**src/rtl/prio_grant_arbiter_if.sv**
```systemverilog
// prio_grant_arbiter_if: request/grant bundle between four clients and the arbiter.
interface prio_grant_arbiter_if;
  logic [3:0] req;
  logic [3:0] gnt;
  logic [1:0] gnt_id;
  logic       busy;
  logic       expired;
  modport master (output req, input gnt, gnt_id, busy, expired);
  modport slave  (input req, output gnt, gnt_id, busy, expired);
endinterface

```
**src/rtl/prio_grant_arbiter.sv**
```systemverilog
// prio_grant_arbiter: 4-client arbiter with hold timer, timeout mask and one idle cycle between owners.
// Define PRIO_GRANT_ARB_RR_EN for rotating priority; otherwise fixed 3>2>1>0.
module prio_grant_arbiter #(
  parameter int MAX_HOLD = 16
) (
  input  logic                 clk,
  input  logic                 rst_n,
  prio_grant_arbiter_if.slave  bus
);
  localparam int CW = $clog2(MAX_HOLD + 1);
  typedef enum logic {IDLE, BUSY} state_t;
  state_t state, state_nx;
  logic [CW-1:0] cnt, cnt_nx;
  logic [3:0] mask, mask_nx, gnt_q, gnt_nx, elig;
  logic [1:0] id_q, id_nx, start, win;
  logic found, busy_q, exp_q, exp_nx;
  assign elig = bus.req & ~mask;
`ifdef PRIO_GRANT_ARB_RR_EN
  logic [1:0] ptr;
  assign start = ptr - 2'd1;
  always_ff @(posedge clk or negedge rst_n)
    if (!rst_n) ptr <= '0;
    else if (state == IDLE && found) ptr <= win;
`else
  assign start = 2'd3;
`endif
  // search downward from start with wrap; first eligible client wins
  always_comb begin
    found = 1'b0;
    win = 2'd0;
    for (int i = 0; i < 4; i++)
      if (!found && elig[start - 2'(i)]) begin
        found = 1'b1;
        win = start - 2'(i);
      end
  end
  always_comb begin
    state_nx = state;
    cnt_nx = cnt;
    mask_nx = mask;
    gnt_nx = gnt_q;
    id_nx = id_q;
    exp_nx = 1'b0;
    if (state == IDLE) begin
      mask_nx = '0;
      state_nx = found ? BUSY : IDLE;
      gnt_nx = found ? 4'b0001 << win : 4'b0000;
      id_nx = found ? win : 2'd0;
      cnt_nx = '0;
    end else if (!bus.req[id_q]) begin
      state_nx = IDLE;
      gnt_nx = '0;
      id_nx = '0;
    end else if (cnt == CW'(MAX_HOLD - 1)) begin
      state_nx = IDLE;
      gnt_nx = '0;
      id_nx = '0;
      exp_nx = 1'b1;
      mask_nx = 4'b0001 << id_q;
    end else begin
      cnt_nx = cnt + 1'b1;
    end
  end
  always_ff @(posedge clk or negedge rst_n)
    if (!rst_n) begin
      state <= IDLE;
      cnt <= '0;
      mask <= '0;
      gnt_q <= '0;
      id_q <= '0;
      busy_q <= 1'b0;
      exp_q <= 1'b0;
    end else begin
      state <= state_nx;
      cnt <= cnt_nx;
      mask <= mask_nx;
      gnt_q <= gnt_nx;
      id_q <= id_nx;
      busy_q <= |gnt_nx;
      exp_q <= exp_nx;
    end
  assign bus.gnt = gnt_q;
  assign bus.gnt_id = id_q;
  assign bus.busy = busy_q;
  assign bus.expired = exp_q;
endmodule

```
**src/flat_wrapper.sv**
```systemverilog
// flat-port wrapper written by rule: the top's interface ports become plain ports
module prio_grant_arbiter_flat 
#(
  parameter int MAX_HOLD = 16
)
  (clk, rst_n, bus_req, bus_gnt, bus_gnt_id, bus_busy, bus_expired);
  prio_grant_arbiter_if bus_i ();
  input  logic clk;
  input  logic rst_n;
  input wire logic [$bits(bus_i.req)-1:0] bus_req;
  output wire logic [$bits(bus_i.gnt)-1:0] bus_gnt;
  output wire logic [$bits(bus_i.gnt_id)-1:0] bus_gnt_id;
  output wire logic [$bits(bus_i.busy)-1:0] bus_busy;
  output wire logic [$bits(bus_i.expired)-1:0] bus_expired;
  assign bus_i.req = bus_req;
  assign bus_gnt = bus_i.gnt;
  assign bus_gnt_id = bus_i.gnt_id;
  assign bus_busy = bus_i.busy;
  assign bus_expired = bus_i.expired;
  prio_grant_arbiter #(.MAX_HOLD(MAX_HOLD)) u_core (.clk(clk), .rst_n(rst_n), .bus(bus_i));
endmodule
```
**config.mk**
```make
export PLATFORM = sky130hd
export DESIGN_NAME = prio_grant_arbiter_flat
export DESIGN_NICKNAME = d
export VERILOG_FILES = /design/src/rtl/prio_grant_arbiter_if.sv /design/src/rtl/prio_grant_arbiter.sv /design/src/flat_wrapper.sv
export SDC_FILE = /design/constraint.sdc
export NUM_CORES = 1
export LEC_CHECK = 0
export BUFFER_PORTS_ARGS = -buffer_cell sky130_fd_sc_hd__buf_2
export CORE_MARGIN = 2
export CORE_UTILIZATION = 40
export CTS_CLUSTER_DIAMETER = 40
export DETAILED_ROUTE_END_ITERATION = 8
export PLACE_DENSITY = 0.61
export RECOVER_POWER = 100
export SYNTH_ARGS = -nofsm -noshare
export SYNTH_HDL_FRONTEND = slang
export SYNTH_SLANG_ARGS = --single-unit
```
**constraint.sdc**
```tcl
create_clock -name clk -period 6.05 [get_ports clk]
set_clock_uncertainty 0.1 [all_clocks]
set_input_delay 0.605 -clock clk [delete_from_list [all_inputs] [get_ports clk]]
set_output_delay 0.605 -clock clk [all_outputs]
set_load 0.01 [all_outputs]
```
==> results.sh, run 1 <==
export IMPL_worstSetupPathType="flop to flop"
export IMPL_final_cells=125
export IMPL_yosys_top_cells_area="dfrtp_1, a32o_1, a21oi_1, nor2_1, nand2_1"
export IMPL_vias=673
export IMPL_tns_ns=0
export IMPL_p_per_area_nw_per_um2=417
export IMPL_synthCells=82
export IMPL_endpoint="u_core.bus.busy$_DFF_PN0_"
export IMPL_cts_htree_levels=1
export IMPL_critPathMaxStageDelay_ns=0.56
export IMPL_die_width_um=50.3
export IMPL_numCtsBuffers=3
export IMPL_setup_viol=0
export IMPL_whs_ns=0.312
export IMPL_critPathCaptureType="flop"
export IMPL_cts_setup_buffers=0
export IMPL_cts_path_max_buffers=2
export IMPL_r2r_start="u_core.cnt[0]$_DFFE_PN0P_"
export IMPL_synth_xor_area_share_pct=1.02
export IMPL_synth_compound_area_share_pct=21.1
export IMPL_final_max_slew_viol_count=0
export IMPL_ir_drop_v=0.000228
export IMPL_ff2ff_path_depth=7
export IMPL_synth_top_family_by_area="compound AO/OA/AOI/OAI gates"
export IMPL_period_needed_ns=2.26
export IMPL_drt_total_wl_um=1720
export IMPL_start_kind="flop"
export IMPL_clock_latency_ns=0.30
export IMPL_max_freq_mhz=442
export IMPL_drc_errors=0
export IMPL_yosysTopAreaCellShare_pct=52.6
export IMPL_wl_per_cell_um=13.7
export IMPL_cts_tree="yes"
export IMPL_synth_seq_cells=18
export IMPL_yosysWarnings=0
export IMPL_rsz0062_at_grt="no"
export IMPL_grt_overflow=0
export IMPL_hold_viol=0
export IMPL_switching_share_pct=40.1
export IMPL_synth_edff_count=0
export IMPL_core_region_area_um2=1980
export IMPL_std_cell_rows=16
export IMPL_yosysUniqueCellTypes=27
export IMPL_crit_top_cell="ha_1"
export IMPL_hp_class="input pin to asynchronous set/reset pin"
export IMPL_clk_pin_slew_ns=0.10
export IMPL_yosys_area_share_simple_pct=17.7
export IMPL_synth_yosys_seq_area_share_pct=52.6
export IMPL_critical_path_startpoint="u_core.cnt[0]$_DFFE_PN0P_"
export IMPL_p_clk_share_pct=18.3
export IMPL_vias_per_cell=5.38
export IMPL_drive_gt1_share_pct=10.2
export IMPL_relSlewSlack_pct=37.5
export IMPL_fin_crit_sh_pct=37.4
export IMPL_maxCapViolations=0
export IMPL_grt_pass1_wl_um=2990
export IMPL_p_switching_mw=0.161
export IMPL_syn_area_per_cell_um2=10.4
export IMPL_syn_num_nets=90
export IMPL_p_int_mw=0.240
export IMPL_async_flop_share_pct=100
export IMPL_ys_flop_type="dfrtp_1"
export IMPL_power_frac_seq_pct=45.9
export IMPL_critPathBufInv=0
export IMPL_syn_cell_area_um2=856
export IMPL_comb_power_share_pct=35.8
export IMPL_chipHeight_um=50.3
export IMPL_antenna_left=0
export IMPL_area_growth_pct=12.6
export IMPL_path_cells="ha_1 > and3_1 > ha_1 > nand2b_1 > o2bb2ai_1 > o41ai_1 > a21oi_1"
export IMPL_place_hpwl_um=1280
export IMPL_clock_sinks=18
export IMPL_reg2reg_to="u_core.bus.busy$_DFF_PN0_"
export IMPL_start_util_pct=43.2
export IMPL_yosysTopAreaCell="dfrtp_1"
export IMPL_first_pass_iters=6
export IMPL_mostFrequentLayoutCell="dfrtp_1"
export IMPL_drt_initial_drc_count=14
export IMPL_slowest_stage="o2bb2ai_1"
export IMPL_fin_nets=107
export IMPL_die_area_um2=2530
export IMPL_placedCellCount=121
export IMPL_yosys_area_share_adder_pct=2.92
export IMPL_rrSetupSlack_ns=3.79
export IMPL_status="complete, no violations"
export IMPL_cts_root_buf="clkbuf_4"
export IMPL_routabilityCongestion=0.736
export IMPL_port_buffers=13
export IMPL_required_ns=6.18
export IMPL_path_depth=7
export IMPL_track_usage_pct=15.6
export IMPL_ctsResizeCount=0
export IMPL_grt_max_degree=19
export IMPL_power_leakage_nw=0.424
export IMPL_synthMuxAreaShare_pct=2.49
export IMPL_crit_arrival_ns=2.39
export IMPL_worst_pin_slew_ns=0.937
export IMPL_diodes=0
export IMPL_final_cell_mix="dfrtp_1, nor2_1, clkbuf_1"
export IMPL_ios=14
export IMPL_grt_pass1_vias=683
export IMPL_crit_family="compound AO/OA/AOI/OAI gates"
export IMPL_antenna_found_initial=0
export IMPL_cts_hold_buf=0
export IMPL_crit_fanout=8
-- Yosys cell counts (2+ instances only) --
cell      count
dfrtp_1      18
nor2_1        9
a21oi_1       8
nand2_1       7
a32o_1        6
nor2b_1       4
inv_1         3
nand2b_1      3
or3_1         3
ha_1          2
nor3_1        2
o21ai_0       2
-- power by group through the flow --
stage	Combinational [mW]	Clock, mW	Sequential, mW
6_report	0.144	0.0735	0.184
5_1_grt	0.162	0.0831	0.190
4_1_cts	0.158	0.0756	0.184
3_5_place_dp	0.157	0	0.186
3_3_place_gp	0.155	0	0.186
2_1_floorplan	0.111	0	0.182
-- state kept, by name, indices dropped and copies added, names as in the netlist --
name / cells
u_core.state: 1
u_core.bus.gnt_id: 2
u_core.cnt: 5
u_core.bus.expired: 1
u_core.bus.gnt: 4
u_core.mask: 4
u_core.bus.busy: 1
-- per-stage QoR --
stage	area, µm²	util (%)	power, mW	worst slack (ns)
after global routing	963	48.6	0.434	3.64
after global placement	951	48.0	0.342	4.04
after CTS	987	49.8	0.417	3.97
after detailed placement	951	48.0	0.343	3.98
final	963	48.6	0.401	3.79
after floorplan	856	-	0.294	4.09
-- metal layers --
metal	up-vias	part of all wire (%)	track usage [%]
met5	-	0	0
met2	16	45	25.9
met4	0	1.0	4.17
met3	2	5.5	4.76
li1	335	-	-
met1	320	48	19.6
-- how the worst min path moves through the flow --
stage / startpoint / end / slack, ns / cells past startpoint
global route: rst_n / u_core.mask[2]$_DFFE_PN0P_ / 0.42 / 1
detailed placement: u_core.mask[0]$_DFFE_PN0P_ / u_core.mask[0]$_DFFE_PN0P_ / 0.39 / 1
global placement: u_core.mask[1]$_DFFE_PN0P_ / u_core.mask[1]$_DFFE_PN0P_ / 0.38 / 1
CTS: rst_n / u_core.mask[1]$_DFFE_PN0P_ / 0.13 / 1
floorplan: rst_n / u_core.bus.busy$_DFF_PN0_ / 0.21 / 0
finish: rst_n / u_core.mask[1]$_DFFE_PN0P_ / 0.31 / 1
-- cell families (layout without fill, tap and decap cells) --
logic type	Yosys count	after routing
simple gates	31	31
compound gates	23	23
flops	18	18
buf+inv	5	21
fa+ha+maj	2	2
mux	2	2
xor+xnor	1	1
-- layout make-up --
| cell class | instances | area, µm² |
|---|---|---|
| clock buffer | 4 | 36.3 |
| multi-input combinational | 59 | 374 |
| inverter | 4 | 15.0 |
| timing repair buffer | 13 | 53.8 |
| sequential | 18 | 450 |
| fill | 204 | 1020 |
| tap | 27 | 33.8 |
-- worst reg2reg max path: cells and delay by family, from the launching register on --
family | cells | cell delay [ns]
DFF | 1 | 0.42
and+or+nand+nor | 2 | 0.34
AOI/OAI and AO/OA | 3 | 0.92
adders and majority gates | 2 | 0.44
No activity file was read; power rests on OpenSTA's default activity.
==> run 2: changes to the inputs <==
==> constraint.sdc (replaced) <==
create_clock -name clk -period 2.2 [get_ports clk]
set_clock_uncertainty 0.1 [all_clocks]
set_input_delay 0.22 -clock clk [delete_from_list [all_inputs] [get_ports clk]]
set_output_delay 0.22 -clock clk [all_outputs]
set_load 0.01 [all_outputs]
==> run 2 against run 1 <==
Critical path depth stayed put; setup slack worse by 3.6 ns; largest power group unchanged; die area stayed put; core utilization is 1.9 points higher; final area is 3.9% higher; via count is 1.6% higher; critical endpoint is now u_core.cnt[3]$_DFFE_PN0P_.
==> results.sh, run 2 (synthesis results as in run 1) <==
export IMPL_status="complete, no violations"
export IMPL_power_leakage_nw=0.437
export IMPL_cts_path_max_buffers=2
export IMPL_post_place_ws_ns=0.149
export IMPL_crit_fanout=8
export IMPL_start_util_pct=43.2
export IMPL_largest_reg_flops=5
export IMPL_port_buffers=13
export IMPL_fin_nets=109
export IMPL_mostFrequentLayoutCell="dfrtp_1"
export IMPL_switching_share_pct=40.2
export IMPL_fin_crit_sh_pct=92.1
export IMPL_worstSetupPathType="flop to flop"
export IMPL_grt_pass1_wl_um=3020
export IMPL_final_max_slew_viol_count=0
export IMPL_numCtsBuffers=3
export IMPL_die_area_um2=2530
export IMPL_finalWorstSetupSlack_ns=0.174
export IMPL_period_needed_ns=2.03
export IMPL_diodes=0
export IMPL_track_usage_pct=15.6
export IMPL_start_kind="flop"
export IMPL_required_ns=2.32
export IMPL_largest_register="u_core.cnt"
export IMPL_clock_latency_ns=0.29
export IMPL_final_cell_mix="dfrtp_1, nor2_1, clkbuf_1"
export IMPL_first_pass_iters=4
export IMPL_busiest_layer="met2"
export IMPL_place_hpwl_um=1270
export IMPL_cts_root_buf="clkbuf_4"
export IMPL_grt_max_degree=19
export IMPL_ios=14
export IMPL_setup_viol=0
export IMPL_clock_sinks=18
export IMPL_die_width_um=50.3
export IMPL_antenna_found_initial=0
export IMPL_drt_total_wl_um=1720
export IMPL_p_int_mw=0.690
export IMPL_area_growth_pct=17.0
export IMPL_ir_drop_v=0.000539
export IMPL_core_region_area_um2=1980
export IMPL_tns_ns=0
export IMPL_critPathCaptureType="flop"
export IMPL_cts_tree="yes"
export IMPL_worst_pin_slew_ns=0.961
export IMPL_use_met1_pct=21.3
export IMPL_std_cell_rows=16
export IMPL_hp_class="input pin to flop"
export IMPL_power_mw=1.15
export IMPL_vias_per_cell=5.39
export IMPL_antenna_left=0
export IMPL_p_per_area_nw_per_um2=1150
export IMPL_power_frac_seq_pct=44.6
export IMPL_whs_ns=0.0993
export IMPL_chipHeight_um=50.3
export IMPL_grt_pass1_vias=666
export IMPL_routabilityCongestion=0.761
export IMPL_vias=684
export IMPL_drive_gt1_share_pct=14.0
export IMPL_p_switching_mw=0.463
export IMPL_hold_viol=0
export IMPL_use_met3_pct=3.27
export IMPL_clk_pin_slew_ns=0.11
export IMPL_max_freq_mhz=494
export IMPL_use_met2_pct=24.3
export IMPL_comb_power_share_pct=37.6
export IMPL_drt_initial_drc_count=18
export IMPL_p_clk_share_pct=17.9
export IMPL_rsz0062_at_grt="no"
export IMPL_cts_htree_levels=1
export IMPL_maxCapViolations=0
export IMPL_drc_errors=0
export IMPL_relSlewSlack_pct=35.9
export IMPL_crit_arrival_ns=2.15
export IMPL_grt_overflow=0
export IMPL_wl_per_cell_um=13.5
==> run 2: changes by cell type in the layout (fill, tap and decap cells not counted), sizes merged <==
cell / before / now
dlygate4sd3: 0 / 1
buf: 4 / 5
==> run 2: cell type report <==
class                      count  area [µm²]
clock buffer                   4        36.3
tap                           27        33.8
sequential                    18         450
inverter                       4        15.0
timing repair buffer          15        71.3
multi-input combinational     59         394
fill                         184         981
==> run 2: final timing paths <==
check,endpoint,cells past startpoint,slack (ns),startpoint
max,u_core.cnt[3]$_DFFE_PN0P_,7,0.17,u_core.cnt[0]$_DFFE_PN0P_
min,u_core.mask[1]$_DFFE_PN0P_,2,0.1,bus_req[1]
max reg2reg,u_core.cnt[3]$_DFFE_PN0P_,7,0.17,u_core.cnt[0]$_DFFE_PN0P_
min reg2reg,u_core.mask[0]$_DFFE_PN0P_,1,0.41,u_core.mask[0]$_DFFE_PN0P_
max in group asynchronous,u_core.cnt[3]$_DFFE_PN0P_,2,0.93,rst_n
min in group asynchronous,u_core.mask[0]$_DFFE_PN0P_,2,0.48,rst_n
==> run 2: power groups by stage <==
| stage | clock [mW] | combinational (mW) | sequential, mW |
|---|---|---|---|
| detailed placement | 0 | 0.441 | 0.512 |
| global route | 0.228 | 0.491 | 0.528 |
| global placement | 0 | 0.441 | 0.513 |
| CTS | 0.211 | 0.444 | 0.506 |
| floorplan | 0 | 0.306 | 0.501 |
| finish | 0.206 | 0.433 | 0.514 |
==> run 2: metal layers <==
layer  vias up  wire [µm]  share of wire, %
met5         -          0                 0
li1        336          -                 -
met4         0          0                 0
met2        16        777                45
met1       332        859                50
met3         0         82               4.8
==> run 2: stage by stage <==
| step | cell area, µm² | std cells | util, % |
|---|---|---|---|
| after floorplan | 856 | 82 | - |
| after global placement | 958 | 122 | 48.4 |
| after detailed placement | 958 | 122 | 48.4 |
| after CTS | 1000 | 127 | 50.7 |
| after global routing | 1000 | 127 | 50.5 |
| final | 1000 | 127 | 50.5 |
==> run 2: timing repair <==
action / CTS / global route
endpoints found under the hold margin: 18 / 0
buffers inserted: 0 / 0
gates resized for setup: 0 / 1
endpoints found under the setup margin: 0 / 3
hold buffers: 1 / 0
==> run 2: critical path: stages (launching register included) <==
cell,delay (ns)
dfrtp_1,0.43
ha_1,0.22
and3_1,0.14
ha_1,0.22
nand2b_4,0.17
a2bb2oi_2,0.18
or3_1,0.36
a21oi_1,0.14
==> run 3: changes to the inputs <==
--- a/config.mk
+++ b/config.mk
@@ -5,6 +5,7 @@
 export SDC_FILE = /design/constraint.sdc
 export NUM_CORES = 1
 export LEC_CHECK = 0
+export ABC_AREA = 1
 export BUFFER_PORTS_ARGS = -buffer_cell sky130_fd_sc_hd__buf_2
 export CORE_MARGIN = 2
 export CORE_UTILIZATION = 40
==> run 3 against run 2 <==
Register-to-register slack improved by 0.27 ns; sequential cell count unchanged; sequential share of layout area increased by 0.74 points; via count increased by 3.8%; setup slack improved by 0.27 ns; combinational power decreased by 14%; first-iteration DRC count decreased by 67%; synthesized cell count increased by 24%; clock-buffer cell count unchanged; synthesized area increased by 0.73%; final cell count increased by 16%.
==> results.sh, run 3 <==
export IMPL_path_cells="inv_2 > nand2_1 > nand2_1 > nand2_2 > nand2_4 > o21ai_0 > o21ai_0"
export IMPL_whs_ns=0.118
export IMPL_yosysWarnings=0
export IMPL_die_width_um=50.4
export IMPL_synth_common_cells="nand2_1, dfrtp_1, nand3_1"
export IMPL_final_max_slew_viol_count=0
export IMPL_start_kind="flop"
export IMPL_cts_hold_buf=1
export IMPL_drt_total_wl_um=1750
export IMPL_yosys_area_share_simple_pct=30.8
export IMPL_ctsResizeCount=0
export IMPL_worst_pin_slew_ns=0.953
export IMPL_rrSetupSlack_ns=0.44
export IMPL_port_buffers=13
export IMPL_yosysUniqueCellTypes=20
export IMPL_synth_most_common_cell="nand2_1"
export IMPL_synthCells=102
export IMPL_ios=14
export IMPL_drc_errors=0
export IMPL_drt_initial_drc_count=6
export IMPL_relSlewSlack_pct=36.4
export IMPL_area_growth_pct=14.2
export IMPL_place_hpwl_um=1280
export IMPL_clk_pin_slew_ns=0.10
export IMPL_cts_path_max_buffers=2
export IMPL_antenna_left=0
export IMPL_vias=710
export IMPL_crit_arrival_ns=1.82
export IMPL_synthMuxAreaShare_pct=0
export IMPL_wl_per_cell_um=11.9
export IMPL_grt_pass1_vias=695
export IMPL_clock_sinks=18
export IMPL_fin_crit_sh_pct=79.9
export IMPL_max_freq_mhz=569
export IMPL_critPathMaxStageDelay_ns=0.51
export IMPL_async_flop_share_pct=100
export IMPL_die_area_um2=2540
export IMPL_worstSetupPathType="flop to flop"
export IMPL_synth_top_family_by_area="simple AND/OR/NAND/NOR gates"
export IMPL_chipHeight_um=50.4
export IMPL_track_usage_pct=15.8
export IMPL_grt_max_degree=19
export IMPL_routabilityCongestion=0.810
export IMPL_status="complete, no violations"
export IMPL_setup_viol=0
export IMPL_ff2ff_path_depth=7
export IMPL_yosys_top_cells_area="dfrtp_1, nand2_1, nand3_1, inv_1, ha_1"
export IMPL_r2r_start="u_core.bus.gnt_id[0]$_DFFE_PN0P_"
export IMPL_core_region_area_um2=2000
export IMPL_numCtsBuffers=3
export IMPL_largest_register="u_core.cnt"
export IMPL_yosys_area_share_adder_pct=2.90
export IMPL_synth_compound_area_share_pct=7.84
export IMPL_cts_root_buf="clkbuf_4"
export IMPL_synth_seq_cells=18
export IMPL_syn_num_nets=110
export IMPL_yosysTopAreaCell="dfrtp_1"
export IMPL_fillerInstances=223
export IMPL_grt_pass1_wl_um=2970
export IMPL_critical_path_startpoint="u_core.bus.gnt_id[0]$_DFFE_PN0P_"
export IMPL_tns_ns=0
export IMPL_std_cell_rows=16
export IMPL_synth_edff_count=0
export IMPL_yosysTopAreaCellShare_pct=52.2
export IMPL_syn_cell_area_um2=862
export IMPL_vias_per_cell=4.83
export IMPL_required_ns=2.27
export IMPL_period_needed_ns=1.76
export IMPL_ir_drop_v=0.000446
export IMPL_cts_tree="yes"
export IMPL_register_area_um2=450
export IMPL_clock_latency_ns=0.29
export IMPL_multiInputGateArea_um2=355
export IMPL_maxCapViolations=0
export IMPL_ys_flop_type="dfrtp_1"
export IMPL_endpoint="u_core.cnt[2]$_DFFE_PN0P_"
export IMPL_hold_viol=0
export IMPL_syn_area_per_cell_um2=8.45
export IMPL_diodes=0
export IMPL_finish_instance_area_um2=985
export IMPL_synth_yosys_seq_area_share_pct=52.2
export IMPL_rsz0062_at_grt="no"
export IMPL_cts_setup_buffers=0
export IMPL_power_leakage_nw=0.516
export IMPL_antenna_found_initial=0
export IMPL_mostFrequentLayoutCell="nand2_1"
export IMPL_reg2reg_to="u_core.cnt[2]$_DFFE_PN0P_"
export IMPL_p_per_area_nw_per_um2=1080
export IMPL_hp_class="input pin to flop"
export IMPL_start_util_pct=43.1
export IMPL_synth_xor_area_share_pct=1.02
export IMPL_crit_fanout=9
export IMPL_largest_reg_flops=5
export IMPL_grt_overflow=0
export IMPL_slowest_stage="o21ai_0"
export IMPL_placed_cell_area_um2=961
export IMPL_fin_nets=129
export IMPL_final_cell_mix="nand2_1, dfrtp_1, nand3_1"
export IMPL_critPathCaptureType="flop"
export IMPL_drive_gt1_share_pct=13.3
export IMPL_first_pass_iters=4
export IMPL_cts_htree_levels=1
[run 3: how the worst min path moves through the flow]
stage	startpoint	cells after the start	endpoint	slack [ns]
after detailed placement	rst_n	1	u_core.bus.expired$_DFF_PN0_	0.07
final	bus_req[2]	3	u_core.bus.gnt[2]$_DFF_PN0_	0.12
after global placement	rst_n	1	u_core.cnt[3]$_DFFE_PN0P_	0.07
after floorplan	rst_n	0	u_core.bus.busy$_DFF_PN0_	-0.18
after CTS	bus_req[2]	3	u_core.bus.gnt[2]$_DFF_PN0_	0.12
after global routing	bus_req[2]	3	u_core.bus.gnt[2]$_DFF_PN0_	0.11
[run 3: cells by family (layout without fill, tap and decap cells)]
| kind of cell | after synthesis | after routing |
|---|---|---|
| buffers and inverters | 12 | 30 |
| flip-flops | 18 | 18 |
| XOR/XNOR | 1 | 1 |
| AO/OA/AOI/OAI | 10 | 10 |
| AND/OR/NAND/NOR | 59 | 59 |
| adder cells (fa/ha/maj) | 2 | 2 |
[run 3: power by group]
part / switching, mW / internal [mW] / leakage [nW]
clock network: 0.105 / 0.101 / 0.0210
registers: 0.0820 / 0.405 / 0.240
logic: 0.255 / 0.117 / 0.255
[run 3: cell type report]
type / instances / share of cell area (%)
repair buffers: 14 / 6.48
well taps: 27 / 3.43
multi-input cells: 72 / 36.1
clock buffers: 4 / 3.68
flip-flops and latches: 18 / 45.7
inverters: 12 / 4.57
[run 3: per-layer routing]
metal	share of wire, %	wire (µm)	vias up	global-route usage [%]
met3	2.7	47	2	3.87
met2	47	821	8	26.1
met4	0.57	10	0	7.66
met5	0	0	-	0
met1	50	869	337	19.2
li1	-	-	363	-
[run 3: per-stage QoR]
stage	std cells	utilization [%]	worst slack [ns]	power (mW)
after global placement	142	48.0	0.581	0.897
after detailed placement	142	48.0	0.523	0.905
final	147	49.2	0.442	1.07
after global routing	147	49.2	0.219	1.15
after CTS	147	50.3	0.491	1.11
after floorplan	102	-	0.678	0.770
[run 3: critical path: cells and delay by family, from the launching register on]
family          cells  cell delay (ns)
flops               1             0.48
compound gates      2             0.65
simple gates        4             0.30
buf+inv             1             0.10
